File: config.mk
export PLATFORM = sky130hd
export DESIGN_NAME = feature_frame_loader
export DESIGN_NICKNAME = d
export VERILOG_FILES = /design/src/rtl/feature_frame_loader.sv
export SDC_FILE = /design/constraint.sdc
export NUM_CORES = 1
export LEC_CHECK = 0
export CORE_MARGIN = 3
export CORE_UTILIZATION = 44
export DETAILED_ROUTE_END_ITERATION = 16
export GPL_TIMING_DRIVEN = 0
export HOLD_SLACK_MARGIN = 0.15
export PLACE_DENSITY = 0.82
export SLEW_MARGIN = 20
export SYNTH_ARGS = -nofsm -noshare
export SYNTH_HDL_FRONTEND = slang
export SYNTH_SLANG_ARGS = --single-unit
File: constraint.sdc
create_clock -name Clock -period 1.8 [get_ports Clock]
set_input_delay 0.27 -clock Clock [delete_from_list [all_inputs] [get_ports Clock]]
set_output_delay 0.27 -clock Clock [all_outputs]
set_load 0.05 [all_outputs]
File: src/rtl/feature_frame_loader.sv
// feature_frame_loader
//
// Producer side of the drowsiness detector's feature interface. Samples arrive
// one at a time over a valid/ready handshake. They are packed into an
// N_FEAT-entry frame, and the frame is handed to the detector with a one-cycle
// start pulse. The frame then stays frozen until the detector reports done or
// the watchdog expires.
//
// Ports:
//   Clock        system clock, rising edge
//   Rst          asynchronous active-low reset
//   in_valid     sample present on in_data
//   in_data      W-bit feature sample
//   in_last      current sample closes the frame
//   in_ready     loader accepts a sample this cycle (registered)
//   det_done     detector finished the current frame (level or pulse)
//   frame_out    assembled frame, sample k at [k*W +: W]
//   det_start    one-cycle start pulse to the detector
//   frame_err    one-cycle pulse, frame length mismatch
//   timeout_err  one-cycle pulse, detector did not finish in time
//   frame_cnt    frames launched, modulo 256
//   fill_cnt     samples held in the current partial frame
module feature_frame_loader #(
  parameter int N_FEAT  = 30,
  parameter int W       = 10,
  parameter int TIMEOUT = 4096
) (
  input  logic                          Clock,
  input  logic                          Rst,
  input  logic                          in_valid,
  input  logic [W-1:0]                  in_data,
  input  logic                          in_last,
  output logic                          in_ready,
  input  logic                          det_done,
  output logic [N_FEAT*W-1:0]           frame_out,
  output logic                          det_start,
  output logic                          frame_err,
  output logic                          timeout_err,
  output logic [7:0]                    frame_cnt,
  output logic [$clog2(N_FEAT+1)-1:0]   fill_cnt
);

  localparam int FILL_W = $clog2(N_FEAT + 1);
  localparam int WD_W   = (TIMEOUT > 1) ? $clog2(TIMEOUT) : 1;

  localparam logic [FILL_W-1:0] LAST_SLOT = FILL_W'(N_FEAT - 1);
  localparam logic [WD_W-1:0]   WD_LAST   = WD_W'(TIMEOUT - 1);

  typedef enum logic [1:0] {
    FILL,
    DROP,
    START,
    WAIT_DONE
  } state_t;

  state_t            state;
  logic [WD_W-1:0]   watchdog;
  logic              accept;

  assign accept = in_valid & in_ready;

  // Single registered FSM. in_ready is registered as a decode of the next
  // state, so it is 1 in FILL/DROP and 0 in START/WAIT_DONE. Because it
  // defaults to 1 here, it rises on the first edge after reset release.
  // The error and start pulses default low, so each pulse lasts exactly one
  // cycle.
  always_ff @(posedge Clock or negedge Rst) begin
    if (!Rst) begin
      state       <= FILL;
      watchdog    <= '0;
      frame_out   <= '0;
      fill_cnt    <= '0;
      frame_cnt   <= '0;
      det_start   <= 1'b0;
      frame_err   <= 1'b0;
      timeout_err <= 1'b0;
      in_ready    <= 1'b0;
    end else begin
      det_start   <= 1'b0;
      frame_err   <= 1'b0;
      timeout_err <= 1'b0;
      in_ready    <= 1'b1;

      case (state)
        FILL: begin
          if (accept) begin
            for (int k = 0; k < N_FEAT; k++) begin
              if (fill_cnt == FILL_W'(k)) begin
                frame_out[k*W +: W] <= in_data;
              end
            end
            // The count is cleared on every exit from the slot-(N_FEAT-1)
            // position, so a stored fill_cnt never reaches N_FEAT.
            if (fill_cnt == LAST_SLOT) begin
              fill_cnt <= '0;
              if (in_last) begin
                state     <= START;
                in_ready  <= 1'b0;
                det_start <= 1'b1;
                frame_cnt <= frame_cnt + 8'd1;
              end else begin
                frame_err <= 1'b1;
                state     <= DROP;
              end
            end else if (in_last) begin
              frame_err <= 1'b1;
              fill_cnt  <= '0;
            end else begin
              fill_cnt <= fill_cnt + FILL_W'(1);
            end
          end
        end

        // Swallow the tail of an overlong frame up to its closing sample.
        DROP: begin
          if (accept && in_last) begin
            state <= FILL;
          end
        end

        // det_done is deliberately not looked at here.
        START: begin
          state    <= WAIT_DONE;
          watchdog <= '0;
          in_ready <= 1'b0;
        end

        // When done and the watchdog limit arrive together, done is checked
        // first, so no timeout pulse is raised.
        WAIT_DONE: begin
          if (det_done) begin
            state    <= FILL;
            fill_cnt <= '0;
            watchdog <= '0;
          end else if (watchdog == WD_LAST) begin
            timeout_err <= 1'b1;
            state       <= FILL;
            fill_cnt    <= '0;
            watchdog    <= '0;
          end else begin
            watchdog <= watchdog + WD_W'(1);
            in_ready <= 1'b0;
          end
        end

        default: begin
          state <= FILL;
        end
      endcase
    end
  end

endmodule

---- After elaboration in Yosys (flattened, before gate mapping) ----
Index checks and enable logic that the tools add are counted.
storage, ports and cells
  register bits after elaboration ......... 331
  logic and storage cells ................. 148
  output and inout bits ................... 317
cells by class
  bitwise logic cells ..................... 1
  $add $sub $neg .......................... 3
  reductions and logical operators ........ 38
  equal/unequal tests ..................... 37
  multiplexer cells ....................... 31
operators by type and width
  operator               number
  $reduce_and 3->1       31
  $eq 5x5->1 const B     14
  $eq 5x4->1 const B     8
  $mux 5                 5
  $mux 12                2
  $pmux 12 s2            1
  $eq 5x3->1 const B     4
  $mux 1                 14
  $add 12x1->12 const B  1
  $eq 12x12->1 const B   1
  $mux 2                 6
  $eq 5x2->1 const B     2
  $pmux 5 s2             1
  $add 8x1->8 const B    1
  $pmux 2 s4             1
  $reduce_and 4->1       2
  $ne 2x2->1 const B     3
  $add 5x1->5 const B    1
  $eq 5x1->1 const B     1
  $logic_not 5->1        1
  $eq 2x2->1 const B     2
  $reduce_bool 2->1      2
  $ne 3x3->1 const B     1
  $pmux 1 s3             1
  4 further kinds        4

---- Logic depth before layout (Yosys ltp) ----
Gate-level depths: netlist of run 1.
  word-level depth ........................ 5
  mapped depth ............................ 7
  gate-level depth less buffers ........... 7

---- Worst setup path after synthesis of run 1 ----
No wires, ideal clock.
  path type ............................... reg-to-reg
  from .................................... register fill_cnt[0]
  to ...................................... register frame_out[280]
  cell stages (with the launch flop) ...... 7
  arrival ................................. 2.074 ns
  path slack .............................. -0.399 ns
  cells stage by stage .................... dfrtp_1 -> inv_1 -> ha_1 -> inv_1 -> or4_1 -> buf_2 -> mux2_2
on the way
  word-level cells in the longest chain between the ends .. 2
ends and longest elaborated chain
  what                            RTL line  text
  start: declaration              40        output logic [$clog2(N_FEAT+1)-1:0] fill_cnt
  start signal: assignment        109       fill_cnt <= fill_cnt + FILL_W'(1);
  $eq 5x5->1                      88        if (fill_cnt == FILL_W'(k)) begin
  $reduce_and 3->1 (no line)      n/a
  end signal: indexed assignment  89        frame_out[k*W +: W] <= in_data;
  end: declaration                35        output logic [N_FEAT*W-1:0] frame_out,
Every way passes these cells.
A chain may end at the register's enable or synchronous reset.

---- Worst setup path in the final report of run 1 ----
  from .................................... register state[1]
  to ...................................... register frame_out[285]
on the way
  word-level cells in the longest chain between the ends .. 2
ends and longest elaborated chain
  what                        RTL line  text
  start: declaration          56        state_t state;
  start signal: assignment    69        state <= FILL;
  start signal: assignment    97        state <= START;
  start signal: assignment    103       state <= DROP;
  $logic_not 2->1             84        case (state)
  $reduce_and 3->1 (no line)  n/a
Every way passes these cells.

==> results of run 1 <==
[worst max-delay path, cell delays in order (launching register included)]
cell and delay [ns]:
dfrtp_2 0.45, nand4bb_4 0.32, buf_12 0.19, or4_4 0.47
buf_8 0.17, mux2_4 0.30
[layer usage]
metal  part of all wire  vias to the layer above  track usage
li1                   -                     3927            -
met1               0.38                     4696        0.296
met2               0.50                      396        0.402
met3              0.085                       88       0.0788
met5                  0                        -            0
met4              0.032                        0       0.0818
[cell usage after synthesis (4+ instances only)]
master	count	share of area
nand3_1	13	0.0050
nor3_1	4	0.0015
a31oi_1	4	0.0019
nand4_1	6	0.0029
nand2_2	12	0.0058
nor2b_1	5	0.0024
dfrtp_1	331	0.64
o21ai_0	8	0.0031
inv_1	13	0.0037
ha_1	8	0.0077
clkbuf_1	33	0.0095
xnor2_1	6	0.0040
and2_1	5	0.0024
mux2_2	301	0.26
buf_2	7	0.0027
nand2_1	23	0.0066
and3_1	5	0.0024
nor2_1	7	0.0020
nor2_2	6	0.0029
[metrics by stage]
stage	utilization	TNS, ns	cells
floorplan	-	-4.88	850
CTS	0.645	-14.10	1662
global route	0.660	-29.32	1688
finish	0.660	-20.79	1688
detailed placement	0.585	-146.75	1558
global placement	0.582	-4646.58	1555
[sequential cells by signal, summed over array words and instances (netlist names)]
signal,cells
frame_out,300
watchdog,12
frame_cnt,8
fill_cnt,5
state,2
det_start,1
frame_err,1
in_ready,1
timeout_err,1
[power by group through the flow]
stage | clock [W] | sequential (W) | combinational (W)
6_report | 0.00773 | 0.0103 | 0.0137
5_1_grt | 0.00817 | 0.0105 | 0.0142
4_1_cts | 0.00786 | 0.0102 | 0.0132
3_5_place_dp | 0 | 0.0104 | 0.0136
3_3_place_gp | 0 | 0.0103 | 0.0134
2_1_floorplan | 0 | 0.0165 | 0.00262
[area by class of cell]
type / count / area (um2)
inverter: 13 / 56.3
multi-input combinational: 471 / 5190
timing repair buffer: 382 / 3560
clock buffer: 53 / 1090
fill: 2141 / 9840
buffer: 43 / 254
tap: 384 / 480
clock inverter: 11 / 173
sequential: 331 / 8290
[cell families after synthesis]
logic type	count (synthesis)
AND/OR/NAND/NOR	111
AO/OA/AOI/OAI	29
XOR/XNOR	9
multiplexers	305
buffers and inverters	57
flip-flops	331
adder cells (fa/ha/maj)	8
[repair_timing]
item / in CTS / in global routing
cloned: 6 / 7
pin swaps: 17 / 22
resized for setup: 412 / 53
hold endpoints to repair: 57 / 0
buffers inserted: 34 / 21
hold buffers: 1 / 0
endpoints found under the setup margin: 625 / 307
[path summary, 6_finish.rpt]
check / from / cells past startpoint / end
max: state[1] / 5 / frame_out[285]
min: Rst / 2 / timeout_err
max reg2reg: state[1] / 5 / frame_out[285]
min reg2reg: frame_cnt[7] / 1 / frame_cnt[7]
max in group asynchronous: Rst / 4 / frame_out[219]
min in group Clock: in_data[2] / 2 / frame_out[62]
==> run summary, run 1 <==
outcome -> finished with violations
failing checks -> negative setup slack
GRT Util Overall -> 0.241
commonest non-fill, non-tap cells in the layout -> 324 x dfrtp_1, 313 x dlygate4sd2_1, 271 x mux2_2, 38 x clkbuf_1, 37 x clkbuf_16
GPL Wtd Cong -> 0.811
Hold Violations, Final -> 0
EDFF count, synth -> 0
maxcap violations -> 0
Comb pwr share -> 0.432
setup violators final -> 244
final-stage net count -> 1301
clock slew seen by the registers of the worst setup and hold paths -> 0.06 ns
worst setup margin -> -0.223 ns
Primary FF master, synth -> dfrtp_1
Area Growth Syn to Fin -> 46.4%
Setup WS pre-CTS -> -0.829 ns
vias post-DR -> 9107
Starting Density -> 0.451
Adder-Cell Fraction of Synth Area -> 0.00768
relative slew slack -> 0.526
power density over cell area -> 1660 mW/mm2
port buffer count -> 321
Finished Cell Area -> 0.0191 mm2
Final Power -> 0.0317 W
Final Slew Violations -> 0
initial antenna violation count -> 0
die area -> 0.0317 mm2
clock share of power -> 0.244
first-pass GRT wire length -> 57800 um
final worst-path cycle share -> 1.12
Fmax -> 0.494 GHz
Worst-Skew Late Latency -> 0.51 ns
Num CTS Buffers -> 36
Die Wd -> 178 um
largest net degree at the start of global routing -> 102
FF-to-FF setup slack -> -0.22 ns
CTS tree -> yes
antenna viol nets, final -> 0
Max Clock Skew -> 0.0217 ns
most common cell after layout, fill and taps aside -> dfrtp_1
Crit Path Category -> reg -> reg
Seq/Total Area, Yosys -> 0.635
share of layout cells above drive strength 1 -> 0.394
core area -> 0.0289 mm2
post-synthesis simple-gate area fraction -> 0.0541
part of the power in registers -> 0.324
Internal Pwr Total -> 0.0181 W
post-synthesis average cell area -> 15.3 um2
Yosys cell types -> 49
Cells after Synth -> 850
crit start category -> register
worst-path fanout max -> 5
Antenna Cells -> 0
hold_ws -> 0.288 ns
dpl cell area -> 0.0169 mm2
clock buffer depth -> 3
vias in the first global route -> 9411
First-pass DRT Iterations -> 5
RSZ-0062 raised after global routing -> true
HPWL after DPL -> 25800 um
drt via density -> 5.40
Remaining DRCs -> 0
root buffer selected by CTS -> clkbuf_16
largest family of logic cells by synthesized area -> multiplexers
routed wire length -> 41100 um
Worst EP arrival -> 2.41 ns
Final min period -> 2.02 ns
IO Pins -> 332
LEAKAGE -> 10.3 nW
XOR/XNOR share of the synthesized area -> 0.00604
# H-tree levels -> 2
min-delay worst type -> in -> async
complex-gate fraction of the synthesized area -> 0.0148
clock net sink count -> 331
WP data required -> 2.18 ns
Sw Ratio -> 0.429
Net Count, Synth -> 873
FP Rows -> 62
Yosys reg bits -> 331
P_sw -> 0.0136 W
Worst VDD drop -> 0.00139 V
Synth Warn # -> 0
DR WL/cell -> 24.3 um
Worst-Margin Slew -> 0.711 ns
Die H -> 178 um
Async SR Flop Fraction -> 1.00
crit path capture type -> register
first-iteration detailed-routing DRC count -> 530
gr ovfl total -> 0
mux share of post-synthesis cell area -> 0.263
Synth Cell Area -> 0.0130 mm2
Power figures use the tool's default switching activity.
==> run 2, diff against run 1 <==
--- a/config.mk
+++ b/config.mk
@@ -5,13 +5,12 @@
 export SDC_FILE = /design/constraint.sdc
 export NUM_CORES = 1
 export LEC_CHECK = 0
-export CORE_MARGIN = 3
 export CORE_UTILIZATION = 44
 export DETAILED_ROUTE_END_ITERATION = 16
 export GPL_TIMING_DRIVEN = 0
 export HOLD_SLACK_MARGIN = 0.15
 export PLACE_DENSITY = 0.82
-export SLEW_MARGIN = 20
+export SLEW_MARGIN = 0
 export SYNTH_ARGS = -nofsm -noshare
 export SYNTH_HDL_FRONTEND = slang
 export SYNTH_SLANG_ARGS = --single-unit
==> run summary, run 2 (same netlist as run 1, synthesis figures left out) <==
Worst EP arrival -> 2.44 ns
LEAKAGE -> 10.3 nW
drt via density -> 5.40
Die Wd -> 174 um
port buffer count -> 321
First-pass DRT Iterations -> 5
WHS Path Cells -> 2
CP startpoint -> state[0]
first-pass GRT wire length -> 59200 um
power density over cell area -> 1630 mW/mm2
crit path capture type -> register
final worst-path cycle share -> 1.14
WP data required -> 2.20 ns
min-delay src -> in_data[0]
max reg flops -> 300
gr ovfl total -> 0
largest net degree at the start of global routing -> 122
failing checks -> negative setup slack
FF-to-FF setup slack -> -0.25 ns
root buffer selected by CTS -> clkbuf_16
Largest Register -> frame_out
hold_ws -> 0.299 ns
Setup WS pre-CTS -> -0.943 ns
CP max stage delay -> 0.40 ns
Die H -> 174 um
core area -> 0.0289 mm2
worst-path fanout max -> 5
Final Slew Violations -> 0
crit start category -> register
Crit Path Category -> reg -> reg
setup violators final -> 298
DR WL/cell -> 24.6 um
R2R cell count -> 8
reg2reg start -> state[0]
maxcap violations -> 0
Critical R2R Capture -> frame_out[291]
Top delay family on crit path -> buffers and inverters
dpl cell area -> 0.0169 mm2
Area Growth Syn to Fin -> 49.0%
IO Pins -> 332
vias post-DR -> 9198
final-stage net count -> 1317
relative slew slack -> 0.484
Crit path buffers/inverters -> 5
most common cell after layout, fill and taps aside -> dfrtp_1
Hold Violations, Final -> 0
Worst VDD drop -> 0.00124 V
routed wire length -> 41900 um
GPL Wtd Cong -> 0.835
outcome -> finished with violations
GRT Util Overall -> 0.259
first-iteration detailed-routing DRC count -> 439
worst setup margin -> -0.247 ns
fillers -> 2063
Finished Cell Area -> 0.0194 mm2
Fmax -> 0.489 GHz
Max Clock Skew -> 0.0139 ns
Remaining DRCs -> 0
clock buffer depth -> 3
Antenna Cells -> 0
FP Rows -> 62
Worst-Skew Late Latency -> 0.52 ns
Final min period -> 2.05 ns
Num CTS Buffers -> 36
CP Cell Sequence -> nand4bb_4 > buf_12 > buf_8 > buf_8 > nor2_4 > buf_12 > buf_12 > mux2_4
# H-tree levels -> 2
clock net sink count -> 331
initial antenna violation count -> 0
clock slew seen by the registers of the worst setup and hold paths -> 0.06 ns
CP max stage cell -> dfrtp_1
Largest regs -> frame_out x300, watchdog x12, frame_cnt x8
HPWL after DPL -> 25000 um
Worst-Margin Slew -> 0.773 ns
CTS tree -> yes
most numerous cell on the critical path -> buf_12
vias in the first global route -> 9594
# placed instances -> 1557
min-delay worst type -> in -> reg
final cell count without fillers -> 1703
RSZ-0062 raised after global routing -> true
share of layout cells above drive strength 1 -> 0.400
hold endpoint -> frame_out[110]
die area -> 0.0303 mm2
commonest non-fill, non-tap cells in the layout -> 325 x dfrtp_1, 314 x dlygate4sd2_1, 236 x mux2_2, 66 x mux2_4, 42 x clkbuf_1
antenna viol nets, final -> 0
Starting Density -> 0.451
## run 2: per-layer routing
| layer | track usage | routed length (um) | share of wire |
|---|---|---|---|
| met3 | 0.0689 | 2730 | 0.065 |
| met2 | 0.440 | 20800 | 0.50 |
| met5 | 0 | 0 | 0 |
| met4 | 0.0976 | 1720 | 0.041 |
| met1 | 0.316 | 16700 | 0.40 |
## run 2: how the worst max path moves through the flow
| stage | end | slack, ns | cells after the start |
|---|---|---|---|
| 3_3_place_gp | fill_cnt[4] | -14.90 | 1 |
| 5_1_grt | frame_out[292] | -0.27 | 8 |
| 2_1_floorplan | frame_out[130] | -0.11 | 6 |
| 3_5_place_dp | frame_out[128] | -0.94 | 5 |
| 6_report | frame_out[291] | -0.25 | 8 |
| 4_1_cts | frame_out[188] | -0.19 | 6 |
## run 2: power by group
group	internal [W]	switching (W)	leakage (nW)	total, W
Combinational	0.00442	0.00999	5.26	0.0144
Sequential	0.00926	0.000997	4.44	0.0103
Clock	0.00405	0.00298	0.549	0.00703
## run 2: final cells by class
class,instances,area [um2],area share
Buffer,42,240,0.0124
Clock buffer,53,1050,0.0538
Clock inverter,10,67.6,0.00348
Inverter,13,56.3,0.00290
Multi-Input combinational cell,472,5500,0.283
Sequential cell,331,8290,0.427
Tap cell,384,480,0.0247
Timing Repair Buffer,398,3750,0.193
## run 2: through the flow
stage / TNS (ns) / utilization / total power (W)
detailed placement: -144.97 / 0.584 / 0.0240
finish: -35.35 / 0.672 / 0.0317
floorplan: -4.88 / - / 0.0191
global route: -47.53 / 0.672 / 0.0327
CTS: -17.91 / 0.646 / 0.0308
global placement: -4663.90 / 0.582 / 0.0237
## run 2: timing repair
action	4_1_cts	5_1_grt
endpoints found under the hold margin	98	0
cloned	6	9
endpoints found under the setup margin	619	327
hold buffers	1	0
pin swaps	22	31
resized for setup	438	90
setup buffers	43	29
==> run 3, diff against run 2 <==
--- a/config.mk
+++ b/config.mk
@@ -5,11 +5,11 @@
 export SDC_FILE = /design/constraint.sdc
 export NUM_CORES = 1
 export LEC_CHECK = 0
-export CORE_UTILIZATION = 44
+export CORE_UTILIZATION = 50
 export DETAILED_ROUTE_END_ITERATION = 16
 export GPL_TIMING_DRIVEN = 0
 export HOLD_SLACK_MARGIN = 0.15
-export PLACE_DENSITY = 0.82
+export PLACE_DENSITY = 0.87
 export SLEW_MARGIN = 0
 export SYNTH_ARGS = -nofsm -noshare
 export SYNTH_HDL_FRONTEND = slang
==> constraint.sdc (replaced) <==
create_clock -name Clock -period 2.6 [get_ports Clock]
set_input_delay 0.39 -clock Clock [delete_from_list [all_inputs] [get_ports Clock]]
set_output_delay 0.39 -clock Clock [all_outputs]
set_load 0.05 [all_outputs]
==> run summary, run 3 (same netlist as run 1, synthesis figures left out) <==
Max Clock Skew -> 0.0170 ns
FP Rows -> 58
worst setup margin -> 0.145 ns
routed wire length -> 36100 um
antenna viol nets, final -> 0
RSZ-0062 raised after global routing -> false
LEAKAGE -> 8.34 nW
Crit Path Category -> reg -> reg
outcome -> complete, no violations
Num CTS Buffers -> 35
drt via density -> 5.45
Multi-input gate area -> 0.00451 mm2
setup violators final -> 0
first-pass GRT wire length -> 54100 um
Starting Density -> 0.513
Setup WS pre-CTS -> -0.112 ns
share of layout cells above drive strength 1 -> 0.322
# H-tree levels -> 2
Largest regs -> frame_out x300, watchdog x12, frame_cnt x8
Final Slew Violations -> 0
max reg flops -> 300
Antenna Cells -> 0
Worst-Skew Late Latency -> 0.50 ns
FF+latch area -> 0.00828 mm2
Finished Cell Area -> 0.0179 mm2
HPWL after DPL -> 24900 um
Worst EP arrival -> 2.84 ns
clock slew seen by the registers of the worst setup and hold paths -> 0.06 ns
die area -> 0.0267 mm2
Die Wd -> 163 um
relative slew slack -> 0.452
root buffer selected by CTS -> clkbuf_16
Final min period -> 2.46 ns
Worst-Margin Slew -> 0.823 ns
final cell count without fillers -> 1564
Worst VDD drop -> 0.00126 V
Area Growth Syn to Fin -> 37.6%
clock buffer depth -> 3
port buffer count -> 321
largest net degree at the start of global routing -> 130
most common cell after layout, fill and taps aside -> dfrtp_1
Hold Violations, Final -> 0
initial antenna violation count -> 0
final worst-path cycle share -> 0.944
hold_ws -> 0.434 ns
Fmax -> 0.407 GHz
WP data required -> 2.98 ns
Remaining DRCs -> 0
maxcap violations -> 0
GPL Wtd Cong -> 0.847
clock net sink count -> 331
Largest Register -> frame_out
# placed instances -> 1503
vias post-DR -> 8530
dpl cell area -> 0.0167 mm2
commonest non-fill, non-tap cells in the layout -> 331 x dfrtp_1, 320 x clkdlybuf4s50_1, 301 x mux2_2, 40 x clkbuf_1, 35 x clkbuf_16
GRT Util Overall -> 0.272
worst-path fanout max -> 10
power density over cell area -> 1210 mW/mm2
final-stage net count -> 1234
crit start category -> register
crit path capture type -> register
gr ovfl total -> 0
CTS tree -> yes
post-CTS resize count -> 0
first-iteration detailed-routing DRC count -> 570
IO Pins -> 332
core area -> 0.0254 mm2
Die H -> 163 um
First-pass DRT Iterations -> 5
fillers -> 1685
Post CTS Setup Buffer Count -> 0
min-delay worst type -> in -> reg
vias in the first global route -> 8929
DR WL/cell -> 23.1 um
-- run 3: cell types whose count changed in the layout (fill, tap and decap cells not counted), moves of 7 or more --
cell             previous run  this run
buf_6                      23         3
dlygate4sd2_1             314         0
buf_4                      38         1
nor2_4                      7         0
clkdlybuf4s50_1             3       320
mux2_4                     66         0
nand2_1                    16        23
nand2_2                     2        12
nand2_8                    17         0
mux2_2                    236       301
buf_12                     14         0
-- run 3: metrics by stage --
stage	setup TNS [ns]	power [W]	utilization
2_1_floorplan	0	0.0131	-
3_3_place_gp	-4238.47	0.0163	0.656
3_5_place_dp	-2.62	0.0165	0.659
4_1_cts	0	0.0218	0.707
5_1_grt	0	0.0224	0.707
6_report	0	0.0216	0.707
-- run 3: path summary, 6_finish.rpt --
check,startpoint,end,slack (ns),depth (start not counted)
worst max-delay path,fill_cnt[0],frame_out[87],0.14,6
worst min-delay path,in_data[6],frame_out[156],0.43,2
worst max register to register,fill_cnt[0],frame_out[87],0.14,6
worst min register to register,frame_cnt[7],frame_cnt[7],0.48,1
max in group asynchronous,Rst,frame_out[82],1.00,3
min in group asynchronous,Rst,frame_out[58],0.51,2
-- run 3: what timing repair did --
action	in CTS	in global routing
hold buffers	1	0
setup endpoints to repair	0	0
endpoints found under the hold margin	102	0
-- run 3: report_power, final --
| group | total (W) | switching (W) | leakage, nW | internal [W] |
|---|---|---|---|---|
| logic | 0.00929 | 0.00613 | 3.30 | 0.00316 |
| clock network | 0.00521 | 0.00194 | 0.591 | 0.00327 |
| registers | 0.00714 | 0.000736 | 4.45 | 0.00640 |
| total | 0.0216 | 0.00881 | 8.34 | 0.0128 |
-- run 3: per-layer routing --
metal | wire [um] | track usage | share of wire | up-vias
li1 | - | - | - | 3745
met1 | 14700 | 0.346 | 0.41 | 4391
met2 | 17600 | 0.451 | 0.49 | 330
met3 | 2560 | 0.0688 | 0.071 | 64
met4 | 1180 | 0.0947 | 0.033 | 0
met5 | 0 | 0 | 0 | -
-- run 3: area by class of cell --
| type | count | share of cell area |
|---|---|---|
| Clock inverter | 11 | 0.0118 |
| Sequential cell | 331 | 0.462 |
| Timing Repair Buffer | 324 | 0.183 |
| Clock buffer | 49 | 0.0556 |
| Inverter | 13 | 0.00272 |
| Multi-Input combinational cell | 462 | 0.251 |
| Tap cell | 330 | 0.0230 |
| Buffer | 44 | 0.0112 |
-- run 3: critical path, stage by stage, from the launching register on --
cell and delay [ns]:
dfrtp_1 0.43, inv_1 0.14, ha_1 0.32, inv_1 0.15, nor3_1 0.47, nand2_2 0.42, mux2_2 0.40
